--- config.mk ---
export PLATFORM = sky130hd
export DESIGN_NAME = main_ctrl_fsm
export DESIGN_NICKNAME = d
export VERILOG_FILES = /design/src/rtl/mips_pkg.sv /design/src/rtl/mem_wait_timer.sv /design/src/rtl/main_ctrl_fsm.sv
export SDC_FILE = /design/constraint.sdc
export NUM_CORES = 1
export LEC_CHECK = 0
export ABC_AREA = 1
export BUFFER_PORTS_ARGS = -buffer_cell sky130_fd_sc_hd__buf_4
export CAP_MARGIN = 20
export CORE_MARGIN = 4
export CORE_UTILIZATION = 50
export CTS_CLUSTER_SIZE = 30
export DETAILED_ROUTE_END_ITERATION = 12
export PLACE_DENSITY_LB_ADDON = 0.3
export SLEW_MARGIN = 20
export SYNTH_ARGS = -nofsm -noshare
export SYNTH_HDL_FRONTEND = slang
export SYNTH_SLANG_ARGS = --single-unit
--- constraint.sdc ---
create_clock -name clk -period 2.3 [get_ports clk]
set_clock_uncertainty 0.2 [all_clocks]
set_input_delay 0.345 -clock clk [delete_from_list [all_inputs] [get_ports clk]]
set_output_delay 0.345 -clock clk [all_outputs]
set_load 0.03 [all_outputs]
--- src/rtl/mips_pkg.sv ---
// Shared state, opcode and datapath-select encodings for the multicycle MIPS control path.
// Build option: MIPS_ADDI_EN adds the ADDI_EXEC/ADDI_WB states.
package mips_pkg;

  typedef enum logic [3:0] {
    FETCH     = 4'd0,
    DECODE    = 4'd1,
    MEM_ADDR  = 4'd2,
    MEM_RD    = 4'd3,
    MEM_WB    = 4'd4,
    MEM_WR    = 4'd5,
    EXEC      = 4'd6,
    R_WB      = 4'd7,
    BRANCH    = 4'd8,
    JUMP      = 4'd9
`ifdef MIPS_ADDI_EN
    ,
    ADDI_EXEC = 4'd10,
    ADDI_WB   = 4'd11
`endif
  } state_t;

  localparam logic [5:0] OP_RTYPE = 6'h00;
  localparam logic [5:0] OP_LW    = 6'h23;
  localparam logic [5:0] OP_SW    = 6'h2B;
  localparam logic [5:0] OP_BEQ   = 6'h04;
  localparam logic [5:0] OP_J     = 6'h02;
  localparam logic [5:0] OP_ADDI  = 6'h08;

  localparam logic [1:0] ALU_ADD  = 2'b00;
  localparam logic [1:0] ALU_SUB  = 2'b01;
  localparam logic [1:0] ALU_FUNC = 2'b10;

  localparam logic [1:0] SRCB_REG     = 2'b00;
  localparam logic [1:0] SRCB_FOUR    = 2'b01;
  localparam logic [1:0] SRCB_IMM     = 2'b10;
  localparam logic [1:0] SRCB_IMM_SH2 = 2'b11;

  localparam logic [1:0] PCSRC_ALU    = 2'b00;
  localparam logic [1:0] PCSRC_ALUOUT = 2'b01;
  localparam logic [1:0] PCSRC_JUMP   = 2'b10;

  // States that wait on mem_ready and are therefore guarded by the timeout counter.
  function automatic logic is_mem_state(input state_t s);
    return (s == FETCH) || (s == MEM_RD) || (s == MEM_WR);
  endfunction

endpackage

--- src/rtl/mem_wait_timer.sv ---
// Counts cycles spent waiting on mem_ready; pulses timeout on the MEM_TIMEOUT-th waiting cycle.
module mem_wait_timer #(
  parameter int MEM_TIMEOUT = 15
) (
  input  logic clk,
  input  logic reset,
  input  logic start,
  input  logic waiting,
  output logic timeout
);

  localparam int CNT_W = (MEM_TIMEOUT < 2) ? 1 : $clog2(MEM_TIMEOUT);

  logic [CNT_W-1:0] cnt;

  // The counter only needs to reach MEM_TIMEOUT-1: the last waiting cycle flags timeout itself.
  assign timeout = waiting && (cnt == CNT_W'(MEM_TIMEOUT - 1));

  always_ff @(posedge clk or posedge reset) begin
    if (reset) begin
      cnt <= '0;
    end else if (start) begin
      cnt <= '0;
    end else if (waiting) begin
      cnt <= cnt + CNT_W'(1);
    end
  end

endmodule

--- src/rtl/main_ctrl_fsm.sv ---
// Moore control FSM for a multicycle MIPS datapath with a memory-wait timeout.
// Build option: MIPS_ADDI_EN enables decoding of ADDI (opcode 0x08).
module main_ctrl_fsm
  import mips_pkg::*;
#(
  parameter int MEM_TIMEOUT = 15
) (
  input  logic       clk,
  input  logic       reset,
  input  logic [5:0] opcode,
  input  logic       mem_ready,
  output logic       pc_write,
  output logic       pc_write_cond,
  output logic       i_or_d,
  output logic       mem_read,
  output logic       mem_write,
  output logic       ir_write,
  output logic       mem_to_reg,
  output logic       reg_dst,
  output logic       reg_write,
  output logic       alu_src_a,
  output logic [1:0] alu_src_b,
  output logic [1:0] alu_op,
  output logic [1:0] pc_source,
  output logic       bus_err
);

  state_t state;
  state_t state_next;
  logic   illegal_op;
  logic   mem_timeout;
  logic   timer_start;
  logic   timer_waiting;

  assign timer_waiting = is_mem_state(state) && !mem_ready;
  // A timeout re-enters FETCH, which must restart the count even from FETCH itself.
  assign timer_start   = mem_timeout || ((state_next != state) && is_mem_state(state_next));

  mem_wait_timer #(
    .MEM_TIMEOUT(MEM_TIMEOUT)
  ) u_wait_timer (
    .clk     (clk),
    .reset   (reset),
    .start   (timer_start),
    .waiting (timer_waiting),
    .timeout (mem_timeout)
  );

  always_ff @(posedge clk or posedge reset) begin
    if (reset) begin
      state   <= FETCH;
      bus_err <= 1'b0;
    end else begin
      state   <= state_next;
      bus_err <= illegal_op || mem_timeout;
    end
  end

  always_comb begin
    state_next = state;
    illegal_op = 1'b0;
    if (mem_timeout) begin
      state_next = FETCH;
    end else begin
      case (state)
        FETCH:    if (mem_ready) state_next = DECODE;
        DECODE: begin
          case (opcode)
            OP_RTYPE:     state_next = EXEC;
            OP_LW, OP_SW: state_next = MEM_ADDR;
            OP_BEQ:       state_next = BRANCH;
            OP_J:         state_next = JUMP;
`ifdef MIPS_ADDI_EN
            OP_ADDI:      state_next = ADDI_EXEC;
`endif
            default: begin
              illegal_op = 1'b1;
              state_next = FETCH;
            end
          endcase
        end
        MEM_ADDR: state_next = (opcode == OP_LW) ? MEM_RD : MEM_WR;
        MEM_RD:   if (mem_ready) state_next = MEM_WB;
        MEM_WB:   state_next = FETCH;
        MEM_WR:   if (mem_ready) state_next = FETCH;
        EXEC:     state_next = R_WB;
        R_WB:     state_next = FETCH;
        BRANCH:   state_next = FETCH;
        JUMP:     state_next = FETCH;
`ifdef MIPS_ADDI_EN
        ADDI_EXEC: state_next = ADDI_WB;
        ADDI_WB:   state_next = FETCH;
`endif
        default:  state_next = FETCH;
      endcase
    end
  end

  always_comb begin
    pc_write      = 1'b0;
    pc_write_cond = 1'b0;
    i_or_d        = 1'b0;
    mem_read      = 1'b0;
    mem_write     = 1'b0;
    ir_write      = 1'b0;
    mem_to_reg    = 1'b0;
    reg_dst       = 1'b0;
    reg_write     = 1'b0;
    alu_src_a     = 1'b0;
    alu_src_b     = SRCB_REG;
    alu_op        = ALU_ADD;
    pc_source     = PCSRC_ALU;
    case (state)
      FETCH: begin
        mem_read  = 1'b1;
        alu_src_b = SRCB_FOUR;
        // The instruction and PC+4 are only captured in the cycle memory delivers.
        ir_write  = mem_ready;
        pc_write  = mem_ready;
      end
      DECODE: begin
        alu_src_b = SRCB_IMM_SH2;
      end
      MEM_ADDR: begin
        alu_src_a = 1'b1;
        alu_src_b = SRCB_IMM;
      end
      MEM_RD: begin
        mem_read = 1'b1;
        i_or_d   = 1'b1;
      end
      MEM_WB: begin
        reg_write  = 1'b1;
        mem_to_reg = 1'b1;
      end
      MEM_WR: begin
        mem_write = 1'b1;
        i_or_d    = 1'b1;
      end
      EXEC: begin
        alu_src_a = 1'b1;
        alu_op    = ALU_FUNC;
      end
      R_WB: begin
        reg_write = 1'b1;
        reg_dst   = 1'b1;
      end
      BRANCH: begin
        alu_src_a     = 1'b1;
        alu_op        = ALU_SUB;
        pc_write_cond = 1'b1;
        pc_source     = PCSRC_ALUOUT;
      end
      JUMP: begin
        pc_write  = 1'b1;
        pc_source = PCSRC_JUMP;
      end
`ifdef MIPS_ADDI_EN
      ADDI_EXEC: begin
        alu_src_a = 1'b1;
        alu_src_b = SRCB_IMM;
      end
      ADDI_WB: begin
        reg_write = 1'b1;
      end
`endif
      default: ;
    endcase
  end

endmodule

# Word-level counts from Yosys, hierarchy flattened

Cells that the tools add are included.

Add/sub/neg operators: 1
Eq/ne operators: 17
Muxes and demuxes: 25
Reductions and logical operators: 20

Operators with widths:

| cell                                                 | number |
|---|---|
| two-way mux 4 bit                                    | 6 |
| one-hot mux 4 bit (6 select lines)                   | 1 |
| equality test 4 x 3 -> 1 bit (second input constant) | 5 |
| one-hot mux 4 bit (4 select lines)                   | 1 |
| equality test 4 x 2 -> 1 bit (second input constant) | 3 |
| equality test 4 bit (second input constant)          | 3 |
| equality test 6 bit (second input constant)          | 2 |
| two-way mux 1 bit                                    | 12 |
| zero test 4 bit                                      | 2 |
| one-hot mux 2 bit (2 select lines)                   | 2 |
| OR reduction 2 bit                                   | 4 |
| equality test 6 x 2 -> 1 bit (second input constant) | 1 |
| equality test 6 x 3 -> 1 bit (second input constant) | 1 |
| zero test 6 bit                                      | 1 |
| logical OR 1 bit                                     | 6 |
| one-hot mux 2 bit (3 select lines)                   | 1 |
| OR reduction 5 bit                                   | 1 |
| adder 4 x 1 -> 4 bit (second input constant)         | 1 |
| equality test 4 x 1 -> 1 bit (second input constant) | 1 |
| != test 4 bit                                        | 1 |
| logical AND 1 bit                                    | 3 |
| two-way mux 3 bit                                    | 1 |
| OR reduction 3 bit                                   | 1 |
| one-hot mux 1 bit (2 select lines)                   | 1 |
| other kinds (2)                                      | 2 |

Flip-flop bits (word level): 9
Input port bits: 9
Word-level logic and storage cells: 66

# Depth between registers and ports, before layout

Gate-level depths: netlist (run 1).

Depth after elaboration: 12
Mapped depth: 13

# Modules after synthesis

Synthesis (run 1) repeated with hierarchy kept, for this count alone.

Cells, all modules: 150
Area total of the unflattened synthesis: 902.1 µm²

By module, submodules not included:

| module         | instances | cells each | area each (µm²) |
|---|---|---|---|
| main_ctrl_fsm  | 1         | 123        | 673.1 |
| mem_wait_timer | 1         | 27         | 229.0 |

# Least setup slack after synthesis (run 1)

OpenSTA, ideal clock, no wires.

Path type: register to output
From: reg state[1]
To: out pc_source[0]
Data arrival time: 1.480 ns
Required time: 1.755 ns
Setup slack: 0.275 ns
Stages on the path, launching flop included: 6
Buffers on the path: 2
Cells stage by stage: dfrtp_1 > buf_6 > nor2_1 > inv_1 > nor2_1 > buf_4

Cells in the longest elaborated chain, start to end: 2
Elaborated cells between the ends (all ways): 3

Ends and longest elaborated chain:

| element                              | RTL line             | text |
|---|---|---|
| from (decl)                          | main_ctrl_fsm.sv:28  | `state_t state;` |
| from (signal assigned)               | main_ctrl_fsm.sv:54  | `state <= state_next;` |
| equality test 4 bit                  | main_ctrl_fsm.sv:113 | `case (state)` |
| one-hot mux 2 bit (2 select lines) * | main_ctrl_fsm.sv:113 |  |
| to (decl)                            | main_ctrl_fsm.sv:24  | `output logic [1:0] pc_source,` |

Every way passes the cells marked *; elsewhere a longest branch is shown, timed or not.

# Worst setup path after layout (run 1)

From: reg state[1]
To: out alu_src_a

Cells in the longest elaborated chain, start to end: 3
Elaborated cells between the ends (all ways): 5

Ends and longest elaborated chain:

| element                                              | RTL line             | text |
|---|---|---|
| equality test 4 x 3 -> 1 bit (tied with other cells) | main_ctrl_fsm.sv:113 |  |
| OR reduction 3 bit (no line) *                       | --                   |  |
| two-way mux 1 bit *                                  | main_ctrl_fsm.sv:113 |  |
| to (decl)                                            | main_ctrl_fsm.sv:21  | `output logic alu_src_a,` |

Marked as above.

==> PnR_summary.wiki, run 1 <==
{| class="wikitable"
! Metric !! Value
|-
| Data required, critical path || 1.75 ns
|-
| Root buffer selected by CTS || sky130_fd_sc_hd__clkbuf_4
|-
| Number of synthesis warnings || 0
|-
| Net Sw Frac || 41.56%
|-
| Internal Dissipation || 338.4 µW
|-
| Routability congestion estimate from global placement || 0.8450
|-
| Initial antenna violation count || 0
|-
| Maximum level of the CTS H-tree || 1
|-
| Total number of placement rows || 14
|-
| Clock tree from TritonCTS || built
|-
| HPWL after detailed placement || 1717 µm
|-
| Number of nets in the layout || 174
|-
| Chip Height || 50.18 µm
|-
| Via count of the first global-routing pass || 822
|-
| # DRC || 0
|-
| Layout Area Growth over Synthesis || 26.44%
|-
| Switching component of the power || 240.6 µW
|-
| Total number of clock tree sinks || 9
|-
| Ratio of cells with drive above 1 in the final layout || 30.86%
|-
| Initial detailed-routing violation count || 14
|-
| Area inside the core boundary || 1594 µm²
|-
| Actual slew at the worst max-slew pin || 0.4009 ns
|-
| Global-route wire length before repair || 3519 µm
|-
| Wire length per cell || 10.99 µm
|-
| Number of unique standard cell types used by synthesis || 25
|-
| Maximum clock frequency || 485.5 MHz
|-
| Maximum number of pins on one net before global-route repair || 10
|-
| GRT overflow || 0
|-
| Total Wirelength || 2044 µm
|-
| Static Leak || 0.7094 nW
|-
| Clock-pin slew reported for the worst setup and hold paths after clock tree synthesis || 0.06 ns
|-
| Final critical-path share of the clock period || 89.56%
|-
| Avg Inst Size Synth || 6.639 µm²
|-
| Total global-route track usage || 17.87%
|-
| Via density per instance || 4.919
|-
| Count of instances resized after the clock tree is built || 0
|-
| Via count || 915
|-
| Maximum fanout count along the critical path || 9
|-
| Buffers added on ports || 25
|-
| RSZ-0062 raised after global routing || false
|-
| Endpoints failing setup || 0
|-
| Result of the run || finished, final reports clean
|-
| Pre-CTS WS || 0.2901 ns
|-
| Total nets after synthesis || 145
|-
| Worst vdd ir || 444.9 µV
|-
| Category of the critical setup timing path || register to output pin
|-
| Worst Hold Class || input port to register
|-
| Area after DPL || 1089 µm²
|-
| Area of the die || 2518 µm²
|-
| Effective utilization at floorplan || 55.81%
|-
| Critical path capture point type || output pin
|-
| Bufs on Longest Clock Path || 2
|-
| Fill cell count || 145
|-
| Post-layout min period || 2.060 ns
|-
| Number of clock buffers inserted by TritonCTS || 3
|-
| Overall die width || 50.18 µm
|-
| Reported max-cap violation count || 0
|-
| Detail Route Antenna Nets || 0
|-
| Count of buffers added by post-CTS timing repair for setup || 0
|-
| Critical path arrival || 1.51 ns
|-
| Final setup TNS || 0 ns
|-
| Total standard cell area after synthesis || 889.6 µm²
|-
| Combinational Power Share || 41.3%
|-
| Final cell area excluding filler cells || 1125 µm²
|-
| Power per Cell Area || 514.8 nW/µm²
|-
| Post-synthesis sequential area ratio || 25.32%
|-
| Relative contribution of the clock network to total power || 21.3%
|-
| Pins Over Slew Limit || 0
|-
| Count of state elements after synthesis || 9
|-
| Router iterations before antenna repair || 4
|-
| Total inserted antenna cells || 0
|-
| Element type at the critical path start || register
|-
| Post-synthesis cell count || 134
|-
| Flop pwr share || 37.3%
|-
| Top Ports || 26
|-
| Number of endpoints with negative hold slack in the final report || 0
|-
| Final worst slack || 0.2401 ns
|-
| Latest clock arrival within the worst-skew pair || 0.27 ns
|-
| Remaining max-slew budget at the tightest pin || 73.28%
|}
[final timing paths]
path | start | end | slack [ns] | depth (start not counted)
worst min register to register | u_wait_timer.cnt[0]$_DFFE_PP0P_ | u_wait_timer.cnt[0]$_DFFE_PP0P_ | 0.39 | 2
min in group asynchronous | reset | state[1]$_DFF_PP0_ | 0.40 | 3
max in group asynchronous | reset | u_wait_timer.cnt[3]$_DFFE_PP0P_ | 1.24 | 3
worst max-delay path | state[1]$_DFF_PP0_ | alu_src_a | 0.24 | 4
worst min-delay path | opcode[3] | state[3]$_DFF_PP0_ | 0.22 | 4
worst max register to register | state[1]$_DFF_PP0_ | u_wait_timer.cnt[3]$_DFFE_PP0P_ | 0.29 | 10
[cells in the mapped netlist (all sizes together)]
cell type	n	area, µm²
o21bai	1	7.510
xor2	2	17.52
dfrtp	9	225.2
inv	27	101.3
nand3b	2	27.53
o21ai	2	10.01
nor3	1	5.000
nor2	21	105.1
ha	2	25.02
nand4	5	31.28
nand2	36	165.1
nand3	22	137.6
o31ai	1	7.510
buf	2	18.77
a21oi	1	5.000
[per-layer routing]
layer / wire (µm) / share of wire, % / global-route usage (%)
met1: 919 / 45 / 24.13
met2: 966 / 47 / 28.70
met3: 141 / 6.9 / 4.438
met4: 17 / 0.83 / 4.147
met5: 0 / 0 / 0
[worst max-delay path: stages (launching register included)]
cell and delay [ns]:
sky130_fd_sc_hd__dfrtp_1 0.52, sky130_fd_sc_hd__nor2_1 0.26, sky130_fd_sc_hd__inv_1 0.13, sky130_fd_sc_hd__o21ai_0 0.16
sky130_fd_sc_hd__buf_4 0.18
[kinds of logic after synthesis]
group,Yosys count,share of synthesized area [%]
adders and majority gates,2,2.812
xor gates and xnor gates,2,1.969
DFF,9,25.32
buffers and inverters,29,13.50
AOI/OAI and AO/OA,5,3.376
and+or+nand+nor,87,53.02
[power by group through the flow]
stage	Combinational, mW	Clock (mW)	Sequential [mW]
finish	0.239	0.123	0.216
global route	0.269	0.135	0.219
CTS	0.241	0.126	0.216
detailed placement	0.239	0	0.218
global placement	0.230	0	0.217
floorplan	0.170	0	0.215
[stage by stage]
stage | hold slack, ns | utilization, % | cells | power, mW
after floorplan | -0.02708 | - | 134 | 0.3848
after global placement | 0.1284 | 68.29 | 181 | 0.4469
after detailed placement | 0.1380 | 68.29 | 181 | 0.4562
after CTS | 0.2145 | 70.57 | 186 | 0.5834
after global routing | 0.2666 | 70.57 | 186 | 0.6230
final | 0.2151 | 70.57 | 186 | 0.5790
[registers in the layout, summed over array words and instances, names as in the netlist]
signal	flops
u_wait_timer.cnt	4
bus_err	1
state	4
[final cells by class]
class	count	area (µm²)	area share, %
clock buffer	4	26.28	2.336
sequential	9	225.2	20.02
inverter	27	101.3	9.010
multi-input combinational	96	544.3	48.39
tap	24	30.03	2.670
timing repair buffer	26	197.7	17.58
[repair_timing]
| action | 4_1_cts | 5_1_grt |
|---|---|---|
| hold buffers | 1 | 0 |
| endpoints found under the hold margin | 9 | 0 |
| endpoints found under the setup margin | 0 | 0 |
[cell usage in the layout (no fill, tap or decap)]
cell type,n
sky130_fd_sc_hd__nor2_2,1
sky130_fd_sc_hd__inv_1,23
sky130_fd_sc_hd__xor2_1,2
sky130_fd_sc_hd__nand3_4,1
sky130_fd_sc_hd__nor2_4,1
sky130_fd_sc_hd__o21ai_0,2
sky130_fd_sc_hd__nand2_1,26
sky130_fd_sc_hd__o31ai_1,1
sky130_fd_sc_hd__clkbuf_4,3
sky130_fd_sc_hd__nand3b_1,1
sky130_fd_sc_hd__a21oi_1,1
sky130_fd_sc_hd__dlygate4sd3_1,1
sky130_fd_sc_hd__inv_2,4
sky130_fd_sc_hd__nor3_1,1
sky130_fd_sc_hd__ha_1,2
sky130_fd_sc_hd__buf_4,25
sky130_fd_sc_hd__nor2_8,1
sky130_fd_sc_hd__nor2_1,18
sky130_fd_sc_hd__clkbuf_1,1
sky130_fd_sc_hd__nand3b_4,1
sky130_fd_sc_hd__nand3_1,18
sky130_fd_sc_hd__dfrtp_1,9
sky130_fd_sc_hd__o21bai_1,1
sky130_fd_sc_hd__nand3_2,3
sky130_fd_sc_hd__nand4_1,5
sky130_fd_sc_hd__nand2_4,1
sky130_fd_sc_hd__nand2_2,9
(Power assumes the default switching activity.)
==> run 2: changes to the inputs <==
--- a/config.mk
+++ b/config.mk
@@ -5,7 +5,6 @@
 export SDC_FILE = /design/constraint.sdc
 export NUM_CORES = 1
 export LEC_CHECK = 0
-export ABC_AREA = 1
 export BUFFER_PORTS_ARGS = -buffer_cell sky130_fd_sc_hd__buf_4
 export CAP_MARGIN = 20
 export CORE_MARGIN = 4
==> PnR_summary.wiki, run 2 <==
{| class="wikitable"
! Metric !! Value
|-
| Area of the die || 2705 µm²
|-
| Post-route insts no fill || 180
|-
| Final Total Pwr || 660.2 µW
|-
| Number of synthesis warnings || 0
|-
| Count of state elements after synthesis || 9
|-
| RSZ-0062 raised after global routing || true
|-
| Number of nets in the layout || 167
|-
| Global-route wire length before repair || 4505 µm
|-
| Static Leak || 0.5759 nW
|-
| Clock tree from TritonCTS || built
|-
| Cell type with the highest aggregate area in the netlist || sky130_fd_sc_hd__dfrtp_1
|-
| Total nets after synthesis || 130
|-
| Initial antenna violation count || 0
|-
| Endpoints failing setup || 0
|-
| Critical path capture point type || register
|-
| Slowest Stage Delay on Critical Path || 0.56 ns
|-
| Area after DPL || 1254 µm²
|-
| Router iterations before antenna repair || 4
|-
| Ratio of cells with drive above 1 in the final layout || 41.29%
|-
| Top cells by instance count after synthesis || sky130_fd_sc_hd__nor2_1 (14), sky130_fd_sc_hd__dfrtp_1 (9), sky130_fd_sc_hd__nor3_1 (9)
|-
| Buffers added on ports || 25
|-
| Critical path arrival || 2.20 ns
|-
| Overall die width || 52.01 µm
|-
| Actual slew at the worst max-slew pin || 0.4288 ns
|-
| Result of the run || finished, final reports clean
|-
| Bufs on Longest Clock Path || 2
|-
| Final setup TNS || 0 ns
|-
| GRT overflow || 0
|-
| Via count of the first global-routing pass || 1046
|-
| Top Ports || 26
|-
| Slowest CP cell || sky130_fd_sc_hd__dfrtp_2
|-
| Final cell utilization of the core || 75.58%
|-
| Total inserted antenna cells || 0
|-
| HPWL after detailed placement || 2187 µm
|-
| Post-synthesis cell count || 119
|-
| Layout Area Growth over Synthesis || 39.15%
|-
| Pins Over Slew Limit || 0
|-
| Detail Route Antenna Nets || 0
|-
| Total standard cell area after synthesis || 968.4 µm²
|-
| Top library cells by usage in the layout, fill and taps aside || sky130_fd_sc_hd__buf_4 (40), sky130_fd_sc_hd__nor2_1 (14), sky130_fd_sc_hd__nand2b_1 (6)
|-
| Maximum fanout count along the critical path || 13
|-
| Count of buffers added by post-CTS timing repair for setup || 0
|-
| Cell Count Post-Placement || 175
|-
| Via density per instance || 5.883
|-
| Effective utilization at floorplan || 54.32%
|-
| Synth async-reset ratio || 100.0%
|-
| Final cell area excluding filler cells || 1348 µm²
|-
| Post-layout min period || 2.249 ns
|-
| Remaining max-slew budget at the tightest pin || 71.24%
|-
| Fraction of synthesized cell area taken by the top area cell type || 23.26%
|-
| Area inside the core boundary || 1783 µm²
|-
| Chip Height || 52.01 µm
|-
| Root buffer selected by CTS || sky130_fd_sc_hd__clkbuf_4
|-
| Total number of clock tree sinks || 9
|-
| Number of endpoints with negative hold slack in the final report || 0
|-
| Latest clock arrival within the worst-skew pair || 0.25 ns
|-
| Number of flops mapped to enable cells by yosys || 0
|-
| Final critical-path share of the clock period || 97.79%
|-
| Category of the critical setup timing path || register to register
|-
| Reported max-cap violation count || 0
|-
| Element type at the critical path start || register
|-
| Wire length per cell || 14.94 µm
|-
| Critical path, cell by cell || nand2b_1 -> a211oi_1 -> a311o_1 -> nor4b_2 -> buf_4 -> o32ai_1
|-
| Clock-pin slew reported for the worst setup and hold paths after clock tree synthesis || 0.06 ns
|-
| Total Wirelength || 2690 µm
|-
| Maximum clock frequency || 444.6 MHz
|-
| Data required, critical path || 2.25 ns
|-
| Total global-route track usage || 22.06%
|-
| Worst vdd ir || 383.3 µV
|-
| Most frequent standard cell in the layout excluding fill and tap cells || sky130_fd_sc_hd__buf_4
|-
| Maximum number of pins on one net before global-route repair || 14
|-
| Largest registers || state: 4 flops, u_wait_timer.cnt: 4 flops, bus_err: 1 flops
|-
| Primary FF master, synth || sky130_fd_sc_hd__dfrtp_1
|-
| Initial detailed-routing violation count || 10
|-
| Worst Hold Class || input port to register
|-
| Routability congestion estimate from global placement || 0.8593
|-
| Leading cell types by total area after synthesis || sky130_fd_sc_hd__dfrtp_1 (23%), sky130_fd_sc_hd__nor2_1 (5.4%), sky130_fd_sc_hd__nor3_1 (4.7%)
|-
| Via count || 1059
|-
| Power per Cell Area || 489.9 nW/µm²
|-
| Total number of placement rows || 15
|-
| # DRC || 0
|-
| Leading cell type by number of instances after synthesis || sky130_fd_sc_hd__nor2_1
|-
| Post-synthesis sequential area ratio || 23.26%
|-
| R2r setup slk || 0.05 ns
|-
| Maximum level of the CTS H-tree || 1
|-
| Avg Inst Size Synth || 8.138 µm²
|-
| Number of unique standard cell types used by synthesis || 46
|-
| Number of clock buffers inserted by TritonCTS || 3
|}
-- run 2: path summary, 6_finish.rpt --
path	startpoint	end	cells after the start
max in group asynchronous	reset	state[3]$_DFF_PP0_	3
setup reg to reg	state[1]$_DFF_PP0_	u_wait_timer.cnt[2]$_DFFE_PP0P_	6
min in group asynchronous	reset	bus_err$_DFF_PP0_	3
hold / removal	opcode[2]	state[3]$_DFF_PP0_	4
hold reg to reg	u_wait_timer.cnt[3]$_DFFE_PP0P_	bus_err$_DFF_PP0_	2
setup / recovery	state[1]$_DFF_PP0_	u_wait_timer.cnt[2]$_DFFE_PP0P_	6
-- run 2: area by class of cell --
| class | instances | area, µm² |
|---|---|---|
| Clock buffer | 4 | 26.28 |
| Fill cell | 141 | 435.4 |
| Inverter | 2 | 7.507 |
| Multi-Input combinational cell | 99 | 742.0 |
| Sequential cell | 9 | 230.2 |
| Tap cell | 25 | 31.28 |
| Timing Repair Buffer | 41 | 310.3 |
-- run 2: timing repair --
item | in CTS | in global routing
gates resized for setup | 4 | 10
hold buffers | 1 | 0
setup endpoints to repair | 4 | 6
endpoints found under the hold margin | 9 | 0
-- run 2: critical path: cells and delay by family, from the launching register on --
kind | cells | cell delay [ns]
AND/OR/NAND/NOR | 2 | 0.29
buffers and inverters | 1 | 0.14
flip-flops | 1 | 0.56
AO/OA/AOI/OAI | 3 | 0.93
-- run 2: power by group --
group | leakage, nW | switching (mW) | total, mW | internal [mW]
clock network | 0.0150 | 0.0554 | 0.122 | 0.0669
registers | 0.114 | 0.0380 | 0.222 | 0.184
logic | 0.447 | 0.164 | 0.315 | 0.152
-- run 2: cell families (layout without fill, tap and decap cells) --
kind of cell	after synthesis	after routing	share of synthesized area (%)
flip-flops	9	9	23.26
XOR/XNOR	3	3	2.714
AO/OA/AOI/OAI	26	26	20.80
multiplexers	2	2	2.067
AND/OR/NAND/NOR	66	66	41.99
buffers and inverters	11	47	6.589
adder cells (fa/ha/maj)	2	2	2.584
-- run 2: per-layer routing --
layer	GRT usage [%]	vias to the layer above	part of all wire, %
met1	22.97	497	38
met2	42.47	35	55
li1	-	521	-
met4	10.92	0	2.2
met3	2.579	6	4.5
met5	0	-	0
-- run 2: per-stage QoR --
step	hold WS, ns	setup WS (ns)
2_1_floorplan	-0.02708	0.08652
3_3_place_gp	0.1272	0.01683
3_5_place_dp	0.1302	-0.05363
4_1_cts	0.2406	-0.004513
5_1_grt	0.2878	-0.01619
6_report	0.2590	0.05074
